===== src/rtl/ldl_p2ram_fifo_ctrl_v1_if.sv =====
// ldl_p2ram_fifo_ctrl_v1_if
//   Bundles every non-clock/reset signal of the pseudo-two-port-RAM FIFO
//   controller so that the controller and its environment share one port.
//
//   Upstream stream   : s_valid, s_ready, s_data
//   Downstream stream : m_valid, m_ready, m_data
//   RAM write port    : ram_we, ram_wa, ram_din
//   RAM read port     : ram_re, ram_ra, ram_dout, ram_rv
//   Status            : count, full, empty, err
//
//   modport slave  : the FIFO controller's view
//   modport master : the surrounding logic's view (producer, consumer and RAM)
interface ldl_p2ram_fifo_ctrl_v1_if #(
    parameter int DW = 8,
    parameter int AW = 4,
    parameter int CW = 4
) ();
    logic          s_valid;
    logic          s_ready;
    logic [DW-1:0] s_data;

    logic          m_valid;
    logic          m_ready;
    logic [DW-1:0] m_data;

    logic          ram_we;
    logic [AW-1:0] ram_wa;
    logic [DW-1:0] ram_din;
    logic          ram_re;
    logic [AW-1:0] ram_ra;
    logic [DW-1:0] ram_dout;
    logic          ram_rv;

    logic [CW-1:0] count;
    logic          full;
    logic          empty;
    logic          err;

    modport slave (
        input  s_valid, s_data, m_ready, ram_dout, ram_rv,
        output s_ready, m_valid, m_data,
        output ram_we, ram_wa, ram_din, ram_re, ram_ra,
        output count, full, empty, err
    );

    modport master (
        output s_valid, s_data, m_ready, ram_dout, ram_rv,
        input  s_ready, m_valid, m_data,
        input  ram_we, ram_wa, ram_din, ram_re, ram_ra,
        input  count, full, empty, err
    );
endinterface


===== src/rtl/ldl_p2ram_fifo_ctrl_v1.sv =====
// ldl_p2ram_fifo_ctrl_v1
//   FIFO controller around an external pseudo-two-port RAM whose read data
//   returns registered, one cycle after the read request. A two-entry output
//   buffer absorbs that latency so the downstream side sees registered data
//   and the FIFO sustains one item per cycle.
//
//   Ports
//     clk    : single clock, rising edge
//     rst_n  : asynchronous active-low reset
//     bus    : ldl_p2ram_fifo_ctrl_v1_if.slave (streams, RAM ports, status)
//
//   Parameters
//     DW     : data width
//     DEPTH  : RAM entries (>= 2, any integer)
//     AW     : RAM address width
//     CW     : count width (holds DEPTH+2)
module ldl_p2ram_fifo_ctrl_v1 #(
    parameter int DW    = 8,
    parameter int DEPTH = 10,
    parameter int AW    = $clog2(DEPTH),
    parameter int CW    = $clog2(DEPTH + 3)
) (
    input  logic                          clk,
    input  logic                          rst_n,
    ldl_p2ram_fifo_ctrl_v1_if.slave       bus
);

    localparam logic [CW-1:0] DEPTH_C = CW'(DEPTH);
    localparam logic [AW-1:0] LAST_C  = AW'(DEPTH - 1);

    logic [AW-1:0] wptr_q,     wptr_d;
    logic [AW-1:0] rptr_q,     rptr_d;
    logic [CW-1:0] ram_cnt_q,  ram_cnt_d;
    logic          inflight_q, inflight_d;
    logic [DW-1:0] obuf_q [2];
    logic [DW-1:0] obuf_d [2];
    logic [1:0]    obuf_cnt_q, obuf_cnt_d;
    logic          err_q,      err_d;
    // Held low through reset and set on the first edge after release, so
    // s_ready stays low while rst_n is asserted without a combinational
    // path from rst_n to the outputs.
    logic          run_q;

    logic          s_ready_w;
    logic          m_valid_w;
    logic          push;
    logic          pop;
    logic          rd;
    logic          rv_ok;
    logic [2:0]    occ_nxt;
    logic [1:0]    keep_cnt;

    // ------------------------------------------------------------------
    // Handshakes
    // ------------------------------------------------------------------
    assign s_ready_w = run_q && (ram_cnt_q != DEPTH_C);
    assign m_valid_w = (obuf_cnt_q != 2'd0);
    assign push      = bus.s_valid & s_ready_w;
    assign pop       = m_valid_w & bus.m_ready;

    // Output-buffer occupancy once this cycle's pop and the returning read
    // have settled; a new read is only launched if it will have a slot.
    assign occ_nxt = {1'b0, obuf_cnt_q} + {2'b00, inflight_q} - {2'b00, pop};
    assign rd      = (ram_cnt_q != '0) && (occ_nxt < 3'd2);

    // Returned data without its valid is dropped and flagged.
    assign rv_ok   = inflight_q & bus.ram_rv;

    // ------------------------------------------------------------------
    // Next state: pointers and RAM occupancy
    // ------------------------------------------------------------------
    always_comb begin
        wptr_d = wptr_q;
        if (push) begin
            wptr_d = (wptr_q == LAST_C) ? '0 : wptr_q + AW'(1);
        end
    end

    always_comb begin
        rptr_d = rptr_q;
        if (rd) begin
            rptr_d = (rptr_q == LAST_C) ? '0 : rptr_q + AW'(1);
        end
    end

    always_comb begin
        ram_cnt_d = ram_cnt_q;
        case ({push, rd})
            2'b10:   ram_cnt_d = ram_cnt_q + CW'(1);
            2'b01:   ram_cnt_d = ram_cnt_q - CW'(1);
            default: ram_cnt_d = ram_cnt_q;
        endcase
    end

    assign inflight_d = rd;
    assign err_d      = err_q | (inflight_q & ~bus.ram_rv);

    // ------------------------------------------------------------------
    // Next state: output buffer
    // The head shifts out on pop first; returning RAM data then lands in
    // the first free slot, which keeps FIFO order in a pop+fill cycle.
    // ------------------------------------------------------------------
    always_comb begin
        obuf_d[0]  = obuf_q[0];
        obuf_d[1]  = obuf_q[1];
        keep_cnt   = obuf_cnt_q - {1'b0, pop};
        obuf_cnt_d = keep_cnt;
        if (pop) begin
            obuf_d[0] = obuf_q[1];
        end
        if (rv_ok) begin
            if (keep_cnt == 2'd0) begin
                obuf_d[0] = bus.ram_dout;
            end else begin
                obuf_d[1] = bus.ram_dout;
            end
            obuf_cnt_d = keep_cnt + 2'd1;
        end
    end

    // ------------------------------------------------------------------
    // State registers
    // ------------------------------------------------------------------
    always_ff @(posedge clk or negedge rst_n) begin
        if (!rst_n) begin
            wptr_q     <= '0;
            rptr_q     <= '0;
            ram_cnt_q  <= '0;
            inflight_q <= 1'b0;
            obuf_q[0]  <= '0;
            obuf_q[1]  <= '0;
            obuf_cnt_q <= 2'd0;
            err_q      <= 1'b0;
            run_q      <= 1'b0;
        end else begin
            wptr_q     <= wptr_d;
            rptr_q     <= rptr_d;
            ram_cnt_q  <= ram_cnt_d;
            inflight_q <= inflight_d;
            obuf_q[0]  <= obuf_d[0];
            obuf_q[1]  <= obuf_d[1];
            obuf_cnt_q <= obuf_cnt_d;
            err_q      <= err_d;
            run_q      <= 1'b1;
        end
    end

    // ------------------------------------------------------------------
    // Outputs
    // ------------------------------------------------------------------
    assign bus.s_ready = s_ready_w;
    assign bus.m_valid = m_valid_w;
    assign bus.m_data  = obuf_q[0];

    assign bus.ram_we  = push;
    assign bus.ram_wa  = wptr_q;
    assign bus.ram_din = bus.s_data;
    assign bus.ram_re  = rd;
    assign bus.ram_ra  = rptr_q;

    assign bus.count   = ram_cnt_q + CW'(inflight_q) + CW'(obuf_cnt_q);
    assign bus.empty   = (bus.count == '0);
    assign bus.full    = (ram_cnt_q == DEPTH_C);
    assign bus.err     = err_q;

endmodule


===== src/flat_wrapper.sv =====
// flat-port wrapper written by rule: the top's interface ports become plain ports
module ldl_p2ram_fifo_ctrl_v1_flat 
#(
    parameter int DW    = 8,
    parameter int DEPTH = 10,
    parameter int AW    = $clog2(DEPTH),
    parameter int CW    = $clog2(DEPTH + 3)
)
  (clk, rst_n, bus_s_valid, bus_s_data, bus_m_ready, bus_ram_dout, bus_ram_rv, bus_s_ready, bus_m_valid, bus_m_data, bus_ram_we, bus_ram_wa, bus_ram_din, bus_ram_re, bus_ram_ra, bus_count, bus_full, bus_empty, bus_err);
  ldl_p2ram_fifo_ctrl_v1_if #(.DW(DW), .AW(AW), .CW(CW)) bus_i ();
  input  logic clk;
  input  logic rst_n;
  input wire logic [$bits(bus_i.s_valid)-1:0] bus_s_valid;
  input wire logic [$bits(bus_i.s_data)-1:0] bus_s_data;
  input wire logic [$bits(bus_i.m_ready)-1:0] bus_m_ready;
  input wire logic [$bits(bus_i.ram_dout)-1:0] bus_ram_dout;
  input wire logic [$bits(bus_i.ram_rv)-1:0] bus_ram_rv;
  output wire logic [$bits(bus_i.s_ready)-1:0] bus_s_ready;
  output wire logic [$bits(bus_i.m_valid)-1:0] bus_m_valid;
  output wire logic [$bits(bus_i.m_data)-1:0] bus_m_data;
  output wire logic [$bits(bus_i.ram_we)-1:0] bus_ram_we;
  output wire logic [$bits(bus_i.ram_wa)-1:0] bus_ram_wa;
  output wire logic [$bits(bus_i.ram_din)-1:0] bus_ram_din;
  output wire logic [$bits(bus_i.ram_re)-1:0] bus_ram_re;
  output wire logic [$bits(bus_i.ram_ra)-1:0] bus_ram_ra;
  output wire logic [$bits(bus_i.count)-1:0] bus_count;
  output wire logic [$bits(bus_i.full)-1:0] bus_full;
  output wire logic [$bits(bus_i.empty)-1:0] bus_empty;
  output wire logic [$bits(bus_i.err)-1:0] bus_err;
  assign bus_i.s_valid = bus_s_valid;
  assign bus_i.s_data = bus_s_data;
  assign bus_i.m_ready = bus_m_ready;
  assign bus_i.ram_dout = bus_ram_dout;
  assign bus_i.ram_rv = bus_ram_rv;
  assign bus_s_ready = bus_i.s_ready;
  assign bus_m_valid = bus_i.m_valid;
  assign bus_m_data = bus_i.m_data;
  assign bus_ram_we = bus_i.ram_we;
  assign bus_ram_wa = bus_i.ram_wa;
  assign bus_ram_din = bus_i.ram_din;
  assign bus_ram_re = bus_i.ram_re;
  assign bus_ram_ra = bus_i.ram_ra;
  assign bus_count = bus_i.count;
  assign bus_full = bus_i.full;
  assign bus_empty = bus_i.empty;
  assign bus_err = bus_i.err;
  ldl_p2ram_fifo_ctrl_v1 #(.DW(DW), .DEPTH(DEPTH), .AW(AW), .CW(CW)) u_core (.clk(clk), .rst_n(rst_n), .bus(bus_i));
endmodule

===== config.mk =====
export PLATFORM = sky130hd
export DESIGN_NAME = ldl_p2ram_fifo_ctrl_v1_flat
export DESIGN_NICKNAME = d
export VERILOG_FILES = /design/src/rtl/ldl_p2ram_fifo_ctrl_v1_if.sv /design/src/rtl/ldl_p2ram_fifo_ctrl_v1.sv /design/src/flat_wrapper.sv
export SDC_FILE = /design/constraint.sdc
export NUM_CORES = 1
export LEC_CHECK = 0
export BUFFER_PORTS_ARGS = -buffer_cell sky130_fd_sc_hd__buf_2
export CORE_UTILIZATION = 55
export CTS_CLUSTER_SIZE = 12
export DETAILED_ROUTE_END_ITERATION = 6
export MAX_ROUTING_LAYER = met4
export PLACE_DENSITY = 0.84
export RECOVER_POWER = 100
export SLEW_MARGIN = 20
export SYNTH_ARGS = -nofsm -noshare
export SYNTH_HDL_FRONTEND = slang
export SYNTH_SLANG_ARGS = --single-unit

===== constraint.sdc =====
create_clock -name clk -period 7.1 [get_ports clk]
set_clock_uncertainty 0.15 [all_clocks]
set_input_delay 0.71 -clock clk [delete_from_list [all_inputs] [get_ports clk]]
set_output_delay 0.71 -clock clk [all_outputs]
set_load 0.03 [all_outputs]

After elaboration in Yosys (flattened, before gate mapping)
Index checks and enable logic that the tools add are counted.

storage, ports and cells
  register bits = 33

operators by class
  add/subtract/negate cells = 10
  magnitude comparators = 1
  equal/unequal tests = 6
  muxes and demuxes = 8
  bitwise logic cells = 7
  reduce and logical (&&, ||, !) cells = 8

operators with widths
  operator             number
  $mux 8               3
  $mux 16              1
  $add 4x1->4 const B  3
  $eq 4x4->1 const B   3
  $mux 4               2
  $pmux 4 s2           1
  $add 4x1->4          1
  $add 4x2->4          1
  $and 1x1->1          4
  $logic_not 4->1      1
  $ne 4x4->1 const B   1
  $reduce_bool 2->1    2
  $reduce_bool 4->1    1
  $sub 4x1->4 const B  1
  $add 2x1->3          1
  $lt 3x2->1 const B   1
  $sub 3x1->3          1
  $add 2x1->2 const B  1
  $eq 2x1->1 const B   1
  $eq 2x2->1 const B   1
  $logic_and 1x1->1    2
  $logic_not 2->1      1
  $mux 2               1
  $not 1->1            2
  other kinds (3)      3

Longest topological paths before layout
Gate-level depths: netlist of the first run.

  depth in word-level cells = 7
  mapped depth = 11
  depth with buffers taken out = 10

Least setup slack after synthesis of the first run
No wires, ideal clock.

  path kind = input-to-reg
  start = in bus_m_ready
  end = reg u_core.ram_cnt_q[3]
  library setup time = 134 ps
  data arrival time = 4218 ps
  required time = 6816 ps
  setup slack = 2598 ps
  stages = 11
  cell sequence = o21ai_0 buf_2 nor2_1 fa_1 xor2_1 nor3b_1 ha_1 ha_1 or4b_2 o311ai_0 o211ai_1

on the way
  word-level cells in the longest chain between the ends = 6
  elaborated cells between the ends (all ways) = 8

ends and longest elaborated chain
  element                                          RTL line                       RTL
  start: declaration                               flat_wrapper.sv:15             input wire logic [$bits(bus_i.m_ready)-1:0] bus_m_ready;
  $and 1x1->1 (*)                                  ldl_p2ram_fifo_ctrl_v1.sv:59   assign pop = m_valid_w & bus.m_ready;
  $sub 3x1->3 (*)                                  ldl_p2ram_fifo_ctrl_v1.sv:63   assign occ_nxt = {1'b0, obuf_cnt_q} + {2'b00, inflight_q} - {2'b00, pop};
  $lt 3x2->1 (*)                                   ldl_p2ram_fifo_ctrl_v1.sv:64   assign rd = (ram_cnt_q != '0) && (occ_nxt < 3'd2);
  $logic_and 1x1->1 (*)                            ldl_p2ram_fifo_ctrl_v1.sv:64
  via bus_ram_re                                   flat_wrapper.sv:24             output wire logic [$bits(bus_i.ram_re)-1:0] bus_ram_re;
  $eq 2x1->1 or $eq 2x2->1 (tied branches)         ldl_p2ram_fifo_ctrl_v1.sv:88   case ({push, rd})
  $pmux 4 s2 or $reduce_bool 2->1 (tied branches)  n/a
  end signal: assignment                           ldl_p2ram_fifo_ctrl_v1.sv:138  ram_cnt_q <= ram_cnt_d;
  end: declaration                                 ldl_p2ram_fifo_ctrl_v1.sv:33   logic [CW-1:0] ram_cnt_q, ram_cnt_d;

Mark *: on every way through the listed nets, which the timed path passes. The rest lies on a longest branch.
A chain may end at the register's enable or synchronous reset.

Worst setup path in the final report of the first run
  start = reg u_core.obuf_cnt_q[1]
  end = reg u_core.ram_cnt_q[3]

on the way
  word-level cells in the longest chain between the ends = 7
  elaborated cells between the ends (all ways) = 10

ends and longest elaborated chain
  element                                              RTL line                       RTL
  start: declaration                                   ldl_p2ram_fifo_ctrl_v1.sv:37   logic [1:0] obuf_cnt_q, obuf_cnt_d;
  start signal: assignment                             ldl_p2ram_fifo_ctrl_v1.sv:142  obuf_cnt_q <= obuf_cnt_d;
  branches (longest 2 deep; another with $add 2x1->3)  n/a
  $sub 3x1->3 (*)                                      ldl_p2ram_fifo_ctrl_v1.sv:63
  $lt 3x2->1 (*)                                       ldl_p2ram_fifo_ctrl_v1.sv:64
  $logic_and 1x1->1 (*)                                ldl_p2ram_fifo_ctrl_v1.sv:64
  $eq 2x1->1 or $eq 2x2->1 (tied branches)             ldl_p2ram_fifo_ctrl_v1.sv:88
  $pmux 4 s2 or $reduce_bool 2->1 (tied branches)      n/a

Mark *: on every way between the ends.

==> summary.log, run 1 <==
INFO  global_route   globalRouteTotalUtil=0.194
INFO  clock_network  tritoncts.num_buffers=5
INFO  drt            drt_wl_total=3220um
INFO  sta            rsz0062_at_grt=false
INFO  worst_setup_path critical_path_arrival=5.07ns
INFO  synthesis      netlist-cell-type-count=40
INFO  drt            post_drt_wl_per_cell=13.0um
INFO  placement      placement.io_buffers=39
INFO  drt            ant_nets=0
INFO  floorplan      core=3340um2
INFO  worst_setup_path cp_max_fo=10
INFO  finish         most_common_library_cell_in_the_layout_ignoring_fill_and_taps=sky130_fd_sc_hd__dfrtp_1
INFO  finish         multi_input_gate_area=887um2
INFO  synthesis      number_of_flops_mapped_to_enable_cells_by_yosys=0
INFO  finish         final_cell_count_no_fill=247
INFO  drt            drt_iter0_drc=33
INFO  drt            remaining_drc_errors=0
INFO  global_route   grt_pass1_wl=4870um
INFO  synthesis      library_cell_occupying_the_most_area_in_the_post_synthesis_netlist=sky130_fd_sc_hd__dfrtp_1
INFO  synthesis      synth-async-reset-ratio=1.00
INFO  synthesis      synthesis.instances=175
INFO  drt            post_drt_via_cell_ratio=5.26
INFO  floorplan      chipWidth=61.0um
INFO  placement      placement.cell_area=2010um2
INFO  sta            clock.fmax=0.200GHz
INFO  sta            final.hold.worst_slack=0.333ns
INFO  flow_run       max-cap-violations=2
INFO  global_route   maximum_number_of_pins_on_one_net_before_global_route_repair=34
INFO  worst_setup_path crit_required=7.17ns
INFO  global_route   overflow_left_after_global_routing=0
INFO  placement      hpwlAfterDp=2290um
INFO  drt            via_count=1299
INFO  floorplan      floorplan.die.height=61.0um
INFO  synthesis      yosysTopAreaCellShare=0.432
INFO  clock_network  worstSkewPairLatency=0.34ns
INFO  finish         nNetsFinal=231
INFO  sta            setup_tns=0ns
INFO  finish         fraction_of_final_layout_cells_with_drive_strength_greater_than_1=0.154
INFO  worst_hold_path holdCritPathClass=reg -> reg
INFO  global_route   grt_antenna_before_repair=0
INFO  clock_network  clock-root-buffer=sky130_fd_sc_hd__clkbuf_4
INFO  sta            timing_hold_violations_final=0
INFO  synthesis      post_synth.cell_area_avg=10.9um2
INFO  clock_network  cts_max_level=2
INFO  clock_network  post-cts-setup-buffers=0
INFO  floorplan      initial_core_util=0.573
INFO  worst_setup_path path_class=reg -> reg
INFO  placement      dp_cells=239
INFO  sta            fin_crit_sh=0.704
INFO  worst_setup_path critPathCaptureType=flip-flop
INFO  sta            setup_viol_count_final=0
INFO  sta            min_period=5.00ns
INFO  worst_setup_path timing.critical_path.from_type=flip-flop
INFO  finish         antenna-diode-count=0
INFO  finish         layout.cells.most_common_list=sky130_fd_sc_hd__dfrtp_1, sky130_fd_sc_hd__clkbuf_1, sky130_fd_sc_hd__nand2_1
INFO  finish         fillerInstances=300
INFO  placement      final_estimated_routing_congestion_in_global_placement=0.865
INFO  clock_network  postCtsResizedCells=0
INFO  synthesis      synth_ff_type=sky130_fd_sc_hd__dfrtp_1
INFO  clock_network  cts_tree=done
INFO  floorplan      placement_rows=21
INFO  sta            timing_worst_slew_pin_value=1.72ns
INFO  floorplan      floorplan.io_pins=56
INFO  floorplan      fp.dieArea=3720um2
INFO  clock_network  clk_transition_reported_paths=0.10ns
INFO  run_status     failed_checks=capacitance limit, slew limit
INFO  sta            timing_max_transition_violations_final=45
INFO  synthesis      synth_fp_nets=206
INFO  synthesis      ff_latch_count_synth=33
INFO  synthesis      synthesis.area=1910um2
INFO  clock_network  numClockSinks=33
INFO  finish         layout-area-overhead-vs-synth=7.20%
INFO  run_status     status=finished with violations
INFO  finish         postLayoutCellArea=2050um2
INFO  synthesis      yosysWarningCount=0
INFO  clock_network  clk_path_buf_depth=2
INFO  clock_network  cts_hold_buf=0
INFO  global_route   vias_in_the_first_global_route=1139
INFO  sta            timing.max_slew.rel_slack=-0.162
INFO  synthesis      yosysSeqAreaShare=0.432
INFO  finish         final-seq-area=826um2
INFO  synthesis      netlist_top_cells_area=sky130_fd_sc_hd__dfrtp_1, sky130_fd_sc_hd__buf_4, sky130_fd_sc_hd__mux2_2
INFO  drt            count_of_tritonroute_iterations_in_the_first_routing_pass=4
[cell usage after synthesis (4+ instances only)]
library cell / n
sky130_fd_sc_hd__ha_1: 6
sky130_fd_sc_hd__mux2_2: 10
sky130_fd_sc_hd__inv_1: 9
sky130_fd_sc_hd__nand2_1: 14
sky130_fd_sc_hd__xor2_1: 9
sky130_fd_sc_hd__mux2i_1: 10
sky130_fd_sc_hd__buf_4: 16
sky130_fd_sc_hd__nor3b_1: 5
sky130_fd_sc_hd__o21ai_0: 11
sky130_fd_sc_hd__nor2_1: 5
sky130_fd_sc_hd__dfrtp_1: 33
sky130_fd_sc_hd__fa_1: 4
sky130_fd_sc_hd__nor2b_1: 4
[area by class of cell]
type	instances	area share
Clock buffer	7	0.0269
Clock inverter	1	0.0147
Inverter	9	0.0165
Tap cell	46	0.0281
Sequential cell	33	0.403
Timing Repair Buffer	39	0.0781
Multi-Input combinational cell	112	0.433
[state kept, by name, summed over array words and instances, names as in the netlist]
register,cells
u_core.bus.m_data,8
u_core.obuf_q,8
u_core.bus.ram_ra,4
u_core.bus.ram_wa,4
u_core.ram_cnt_q,4
u_core.obuf_cnt_q,2
u_core.bus.err,1
u_core.inflight_q,1
u_core.run_q,1
[critical path, cell delays in order, from the launching register on]
cell                       delay, ns
sky130_fd_sc_hd__dfrtp_1        0.50
sky130_fd_sc_hd__o21ai_0        1.35
sky130_fd_sc_hd__nor2_1         0.15
sky130_fd_sc_hd__fa_1           0.47
sky130_fd_sc_hd__xor2_1         0.20
sky130_fd_sc_hd__nor3b_1        0.44
sky130_fd_sc_hd__ha_1           0.40
sky130_fd_sc_hd__ha_1           0.34
sky130_fd_sc_hd__or4b_2         0.64
sky130_fd_sc_hd__o311ai_0       0.12
sky130_fd_sc_hd__o211ai_1       0.12
[path summary, 6_finish.rpt]
path                                 startpoint              endpoint  slack, ns  cells after the start
max reg2reg                u_core.obuf_cnt_q[1]   u_core.ram_cnt_q[3]       2.10                     10
max in group asynchronous                 rst_n          u_core.run_q       5.13                      1
max                        u_core.obuf_cnt_q[1]   u_core.ram_cnt_q[3]       2.10                     10
min reg2reg                      u_core.bus.err        u_core.bus.err       0.33                      1
min in group asynchronous                 rst_n  u_core.bus.m_data[1]       0.65                      1
min                              u_core.bus.err        u_core.bus.err       0.33                      1
[metrics by stage]
step / util / worst slack (ns)
CTS: 0.629 / 2.62
finish: 0.614 / 2.10
floorplan: - / 2.60
global placement: 0.604 / 2.69
detailed placement: 0.604 / 2.61
global route: 0.614 / 1.72
[per-layer routing]
metal / global-route usage / vias to the layer above / wire length [um]
li1: - / 634 / -
met1: 0.225 / 626 / 1530
met2: 0.303 / 33 / 1490
met3: 0.0725 / 6 / 144
met4: 0.0779 / 0 / 56
met5: - / - / 0
[cells by family (layout without fill, tap and decap cells)]
| kind of cell | Yosys count | in the layout | synth area share |
|---|---|---|---|
| and+or+nand+nor | 46 | 46 | 0.144 |
| DFF | 33 | 33 | 0.432 |
| buffers and inverters | 30 | 56 | 0.0962 |
| AOI/OAI and AO/OA | 24 | 24 | 0.0831 |
| muxes | 20 | 20 | 0.111 |
| xor gates and xnor gates | 11 | 11 | 0.0504 |
| adders and majority gates | 10 | 10 | 0.0812 |
| other | 1 | 1 | 0.00196 |
Power of run 1 is not shown: default switching activity piles up to over one toggle a cycle in this logic, so the estimate is an artifact.
==> run 2: changes to the inputs <==
--- a/config.mk
+++ b/config.mk
@@ -5,12 +5,13 @@
 export SDC_FILE = /design/constraint.sdc
 export NUM_CORES = 1
 export LEC_CHECK = 0
+export ABC_AREA = 1
 export BUFFER_PORTS_ARGS = -buffer_cell sky130_fd_sc_hd__buf_2
-export CORE_UTILIZATION = 55
+export CORE_UTILIZATION = 47
 export CTS_CLUSTER_SIZE = 12
 export DETAILED_ROUTE_END_ITERATION = 6
 export MAX_ROUTING_LAYER = met4
-export PLACE_DENSITY = 0.84
+export PLACE_DENSITY = 0.76
 export RECOVER_POWER = 100
 export SLEW_MARGIN = 20
 export SYNTH_ARGS = -nofsm -noshare
==> constraint.sdc (replaced) <==
create_clock -name clk -period 4.25 [get_ports clk]
set_clock_uncertainty 0.15 [all_clocks]
set_input_delay 0.425 -clock clk [delete_from_list [all_inputs] [get_ports clk]]
set_output_delay 0.425 -clock clk [all_outputs]
set_load 0.03 [all_outputs]
==> run 2 against run 1 <==
The run still ends with capacitance limit, slew limit left; critical path depth increased by 8; non-clock buffer count unchanged; fmax increased by 35%; setup slack got worse by 1.5 ns; die area rose by 23%; critical path type unchanged; global-route usage about the same; wire length rose by 19%; clock-buffer cell count decreased by 2.
==> summary.log, run 2 <==
INFO  clock_network  postCtsResizedCells=0 [unchanged]
INFO  synthesis      number_of_flops_mapped_to_enable_cells_by_yosys=0 [unchanged]
INFO  synthesis      synthesis.area=2020um2 [was 1910 um2]
INFO  synthesis      netlist-cell-type-count=28 [was 40]
INFO  clock_network  cts_max_level=2 [unchanged]
INFO  pwr            switching_share=0.505
INFO  synthesis      post_synth_xor_area_fraction=0.0433 [was 0.0504]
INFO  finish         nNetsFinal=311 [was 231]
INFO  synthesis      synth_ff_type=sky130_fd_sc_hd__dfrtp_1 [unchanged]
INFO  worst_setup_path critical_path.n_buffers_inverters=3 [was 0]
INFO  global_route   grt_pass1_wl=6180um [was 4870 um]
INFO  sta            timing_hold_violations_final=0 [unchanged]
INFO  sta            timing_max_transition_violations_final=34 [was 45]
INFO  synthesis      yosysWarningCount=0 [unchanged]
INFO  drt            drt_iter0_drc=66 [was 33]
INFO  pwr            clock_power_share=0.163
INFO  sta            setup_tns=0ns [unchanged]
INFO  finish         final-seq-area=826um2 [unchanged]
INFO  synthesis      synth_compound_gate_area_share=0.0686 [was 0.0831]
INFO  flow_run       max-cap-violations=1 [was 2]
INFO  worst_setup_path regToRegSetupSlack=0.56ns [was 2.10 ns]
INFO  finish         utilization_after_layout=0.536 [was 0.614]
INFO  pwr            powerDensity=992nW/um2
INFO  finish         fillerInstances=406 [was 300]
INFO  drt            post_drt_wl_per_cell=11.5um [was 13.0 um]
INFO  floorplan      initial_core_util=0.499 [was 0.573]
INFO  finish         fraction_of_final_layout_cells_with_drive_strength_greater_than_1=0.0819 [was 0.154]
INFO  placement      hpwlAfterDp=2770um [was 2290 um]
INFO  synthesis      ff_latch_count_synth=33 [unchanged]
INFO  sta            fin_crit_sh=0.869 [was 0.704]
INFO  pwr            comb_power_share=0.559
INFO  pwr            reported_leakage_power=1.20nW
INFO  pwr            ir_drop=0.430mV
INFO  worst_setup_path critical-path-top-cell-by-count=sky130_fd_sc_hd__nand2_1 [was sky130_fd_sc_hd__ha_1]
INFO  floorplan      placement_rows=23 [was 21]
INFO  floorplan      core=4060um2 [was 3340 um2]
INFO  worst_setup_path critPathCaptureType=flip-flop [unchanged]
INFO  synthesis      yosys-mux-area-fraction=0 [was 0.111]
INFO  synthesis      synth_fa_ha_area_frac=0.0767 [was 0.0812]
INFO  drt            post_drt_via_cell_ratio=4.72 [was 5.26]
INFO  sta            setup_viol_count_final=0 [unchanged]
INFO  floorplan      floorplan.die.height=67.6um [was 61.0 um]
INFO  finish         most_common_library_cell_in_the_layout_ignoring_fill_and_taps=sky130_fd_sc_hd__nand2_1 [was sky130_fd_sc_hd__dfrtp_1]
INFO  clock_network  cts_tree=done [unchanged]
INFO  sta            timing_worst_slew_pin_value=1.73ns [was 1.72 ns]
INFO  drt            remaining_drc_errors=0 [unchanged]
INFO  floorplan      chipWidth=67.6um [was 61.0 um]
INFO  worst_setup_path critical_path_arrival=3.77ns [was 5.07 ns]
INFO  synthesis      synth-async-reset-ratio=1.00 [unchanged]
INFO  drt            via_count=1561 [was 1299]
INFO  run_status     failed_checks=capacitance limit, slew limit [unchanged]
INFO  drt            count_of_tritonroute_iterations_in_the_first_routing_pass=4 [unchanged]
INFO  synthesis      dominant_combinational_cell_family_by_area_after_synthesis=simple AND/OR/NAND/NOR gates [unchanged]
INFO  pwr            net-switching-power=1.09mW
INFO  worst_hold_path holdCritPathClass=in -> reg [was reg -> reg]
INFO  clock_network  worstSkewPairLatency=0.29ns [was 0.34 ns]
INFO  synthesis      top_cells_by_count_synth=sky130_fd_sc_hd__nand2_1, sky130_fd_sc_hd__inv_1, sky130_fd_sc_hd__dfrtp_1 [was sky130_fd_sc_hd__dfrtp_1, sky130_fd_sc_hd__buf_4, sky130_fd_sc_hd__nand2_1]
INFO  sta            min_period=3.69ns [was 5.00 ns]
INFO  clock_network  post-cts-setup-buffers=0 [unchanged]
INFO  floorplan      floorplan.io_pins=56 [unchanged]
INFO  worst_setup_path critical_path.cell_chain=inv_1, nand2_1, nand2_1, inv_1, nor2_1, o21ai_0, fa_1, nand4_1, inv_1, ha_1, ha_1, nand2_1, nand2_1, nor2_1, nand2_1, nand2_1, nand2_1, nand2_1 [was o21ai_0, nor2_1, fa_1, xor2_1, nor3b_1, ha_1, ha_1, or4b_2, o311ai_0, o211ai_1]
INFO  pwr            share_seq_of_total_power=0.278
INFO  synthesis      netlist_top_cells_area=sky130_fd_sc_hd__dfrtp_1, sky130_fd_sc_hd__nand2_1, sky130_fd_sc_hd__buf_4 [was sky130_fd_sc_hd__dfrtp_1, sky130_fd_sc_hd__buf_4, sky130_fd_sc_hd__mux2_2]
INFO  run_status     status=finished with violations [unchanged]
INFO  global_route   overflow_left_after_global_routing=0 [unchanged]
INFO  clock_network  cts_hold_buf=0 [unchanged]
INFO  worst_setup_path cp_max_fo=13 [was 10]
INFO  worst_setup_path cp_slowest_stage_delay=0.51ns [was 1.35 ns]
INFO  synthesis      area_fraction_in_and_or_nand_and_nor_cells_after_synthesis=0.251 [was 0.144]
INFO  clock_network  tritoncts.num_buffers=5 [unchanged]
INFO  global_route   vias_in_the_first_global_route=1381 [was 1139]
INFO  synthesis      post_synth.cell_area_avg=7.93um2 [was 10.9 um2]
INFO  placement      final_estimated_routing_congestion_in_global_placement=0.829 [was 0.865]
INFO  drt            drt_wl_total=3820um [was 3220 um]
INFO  sta            clock.fmax=0.271GHz [was 0.200 GHz]
INFO  global_route   maximum_number_of_pins_on_one_net_before_global_route_repair=34 [unchanged]
INFO  worst_setup_path timing.critical_path.slowest_stage_cell=sky130_fd_sc_hd__dfrtp_1 [was sky130_fd_sc_hd__o21ai_0]
INFO  synthesis      yosys.cell_count.top_type=sky130_fd_sc_hd__nand2_1 [was sky130_fd_sc_hd__dfrtp_1]
INFO  finish         multi_input_gate_area=856um2 [was 887 um2]
INFO  worst_setup_path timing.critical_path.from_type=flip-flop [unchanged]
INFO  finish         antenna-diode-count=0 [unchanged]
INFO  finish         layout.cells.most_common_list=sky130_fd_sc_hd__nand2_1, sky130_fd_sc_hd__inv_1, sky130_fd_sc_hd__dfrtp_1 [was sky130_fd_sc_hd__dfrtp_1, sky130_fd_sc_hd__clkbuf_1, sky130_fd_sc_hd__nand2_1]
INFO  floorplan      fp.dieArea=4570um2 [was 3720 um2]
INFO  global_route   grt_antenna_before_repair=0 [unchanged]
INFO  synthesis      synth_fp_nets=286 [was 206]
INFO  sta            rsz0062_at_grt=false [unchanged]
INFO  clock_network  numClockSinks=33 [unchanged]
INFO  pwr            intPower=1.07mW
INFO  drt            ant_nets=0 [unchanged]
INFO  worst_setup_path path_class=reg -> reg [unchanged]
INFO  worst_setup_path worst_path_dominant_cell_family=adder cells [was compound AO/OA/AOI/OAI gates]
INFO  synthesis      library_cell_occupying_the_most_area_in_the_post_synthesis_netlist=sky130_fd_sc_hd__dfrtp_1 [unchanged]
INFO  clock_network  clk_transition_reported_paths=0.07ns [was 0.10 ns]
INFO  synthesis      synthesis.instances=255 [was 175]
INFO  synthesis      yosysSeqAreaShare=0.408 [was 0.432]
INFO  clock_network  clk_path_buf_depth=2 [unchanged]
INFO  global_route   globalRouteTotalUtil=0.194 [about the same]
INFO  placement      placement.io_buffers=39 [unchanged]
INFO  sta            timing.max_slew.rel_slack=-0.154 [was -0.162]
INFO  worst_setup_path crit_required=4.33ns [was 7.17 ns]
INFO  synthesis      yosysTopAreaCellShare=0.408 [was 0.432]
INFO  clock_network  clock-root-buffer=sky130_fd_sc_hd__clkbuf_8 [was sky130_fd_sc_hd__clkbuf_4]
INFO  finish         layout-area-overhead-vs-synth=7.42% [was 7.20%]
-- run 2: changes by cell type in the layout (fill, tap and decap cells not counted), sizes merged, moves of 4 or more --
cell,previous run,this run
inv,9,36
mux2,10,0
mux2i,10,0
nand2,14,98
nand3,3,7
nor2,5,13
nor2b,4,0
nor3b,5,0
o21ai,11,15
-- run 2: power groups by stage --
stage                     Combinational (mW)  Sequential, mW  Clock (mW)
final                                   1.21           0.600       0.351
after global routing                    1.37           0.622       0.371
after floorplan                         1.03           0.624           0
after global placement                  1.24           0.597           0
after detailed placement                1.27           0.602           0
after CTS                               1.28           0.599       0.358
-- run 2: logic make-up after synthesis --
family	after synthesis
compound gates	20
xor+xnor	10
fa+ha+maj	10
buf+inv	57
flops	33
other cells	1
simple gates	124
-- run 2: through the flow --
step | hold WS, ns | instance area (um2) | setup WS [ns] | power [mW] | std cells
3_5_place_dp | 0.307 | 2110 | 0.702 | 1.88 | 323
6_report | 0.186 | 2170 | 0.558 | 2.16 | 331
4_1_cts | 0.0651 | 2250 | 0.655 | 2.24 | 331
5_1_grt | 0.187 | 2170 | 0.144 | 2.37 | 331
3_3_place_gp | 0.305 | 2110 | 0.888 | 1.84 | 323
2_1_floorplan | -0.0206 | 2020 | 0.880 | 1.65 | 255
-- run 2: cell type report --
type | instances | share of cell area
inverters | 36 | 0.0622
multi-input cells | 165 | 0.394
well taps | 50 | 0.0288
clock buffers | 5 | 0.0317
clock inverters | 3 | 0.0299
flip-flops and latches | 33 | 0.380
repair buffers | 39 | 0.0737
-- run 2: worst paths after layout --
path	start	end	depth (start not counted)
max	u_core.obuf_cnt_q[1]	u_core.ram_cnt_q[3]	18
min	bus_ram_rv	u_core.bus.err	2
max reg2reg	u_core.obuf_cnt_q[1]	u_core.ram_cnt_q[3]	18
min reg2reg	u_core.bus.err	u_core.bus.err	1
max in group asynchronous	rst_n	u_core.bus.err	1
min in group asynchronous	rst_n	u_core.bus.m_data[6]	1
-- run 2: routing by layer --
| metal | global-route usage | vias to the layer above | routed length, um |
|---|---|---|---|
| met5 | - | - | 0 |
| li1 | - | 806 | - |
| met4 | 0.0745 | 0 | 63 |
| met1 | 0.241 | 701 | 1790 |
| met3 | 0.0524 | 7 | 219 |
| met2 | 0.297 | 47 | 1740 |
Power figures use the tool's default switching activity.
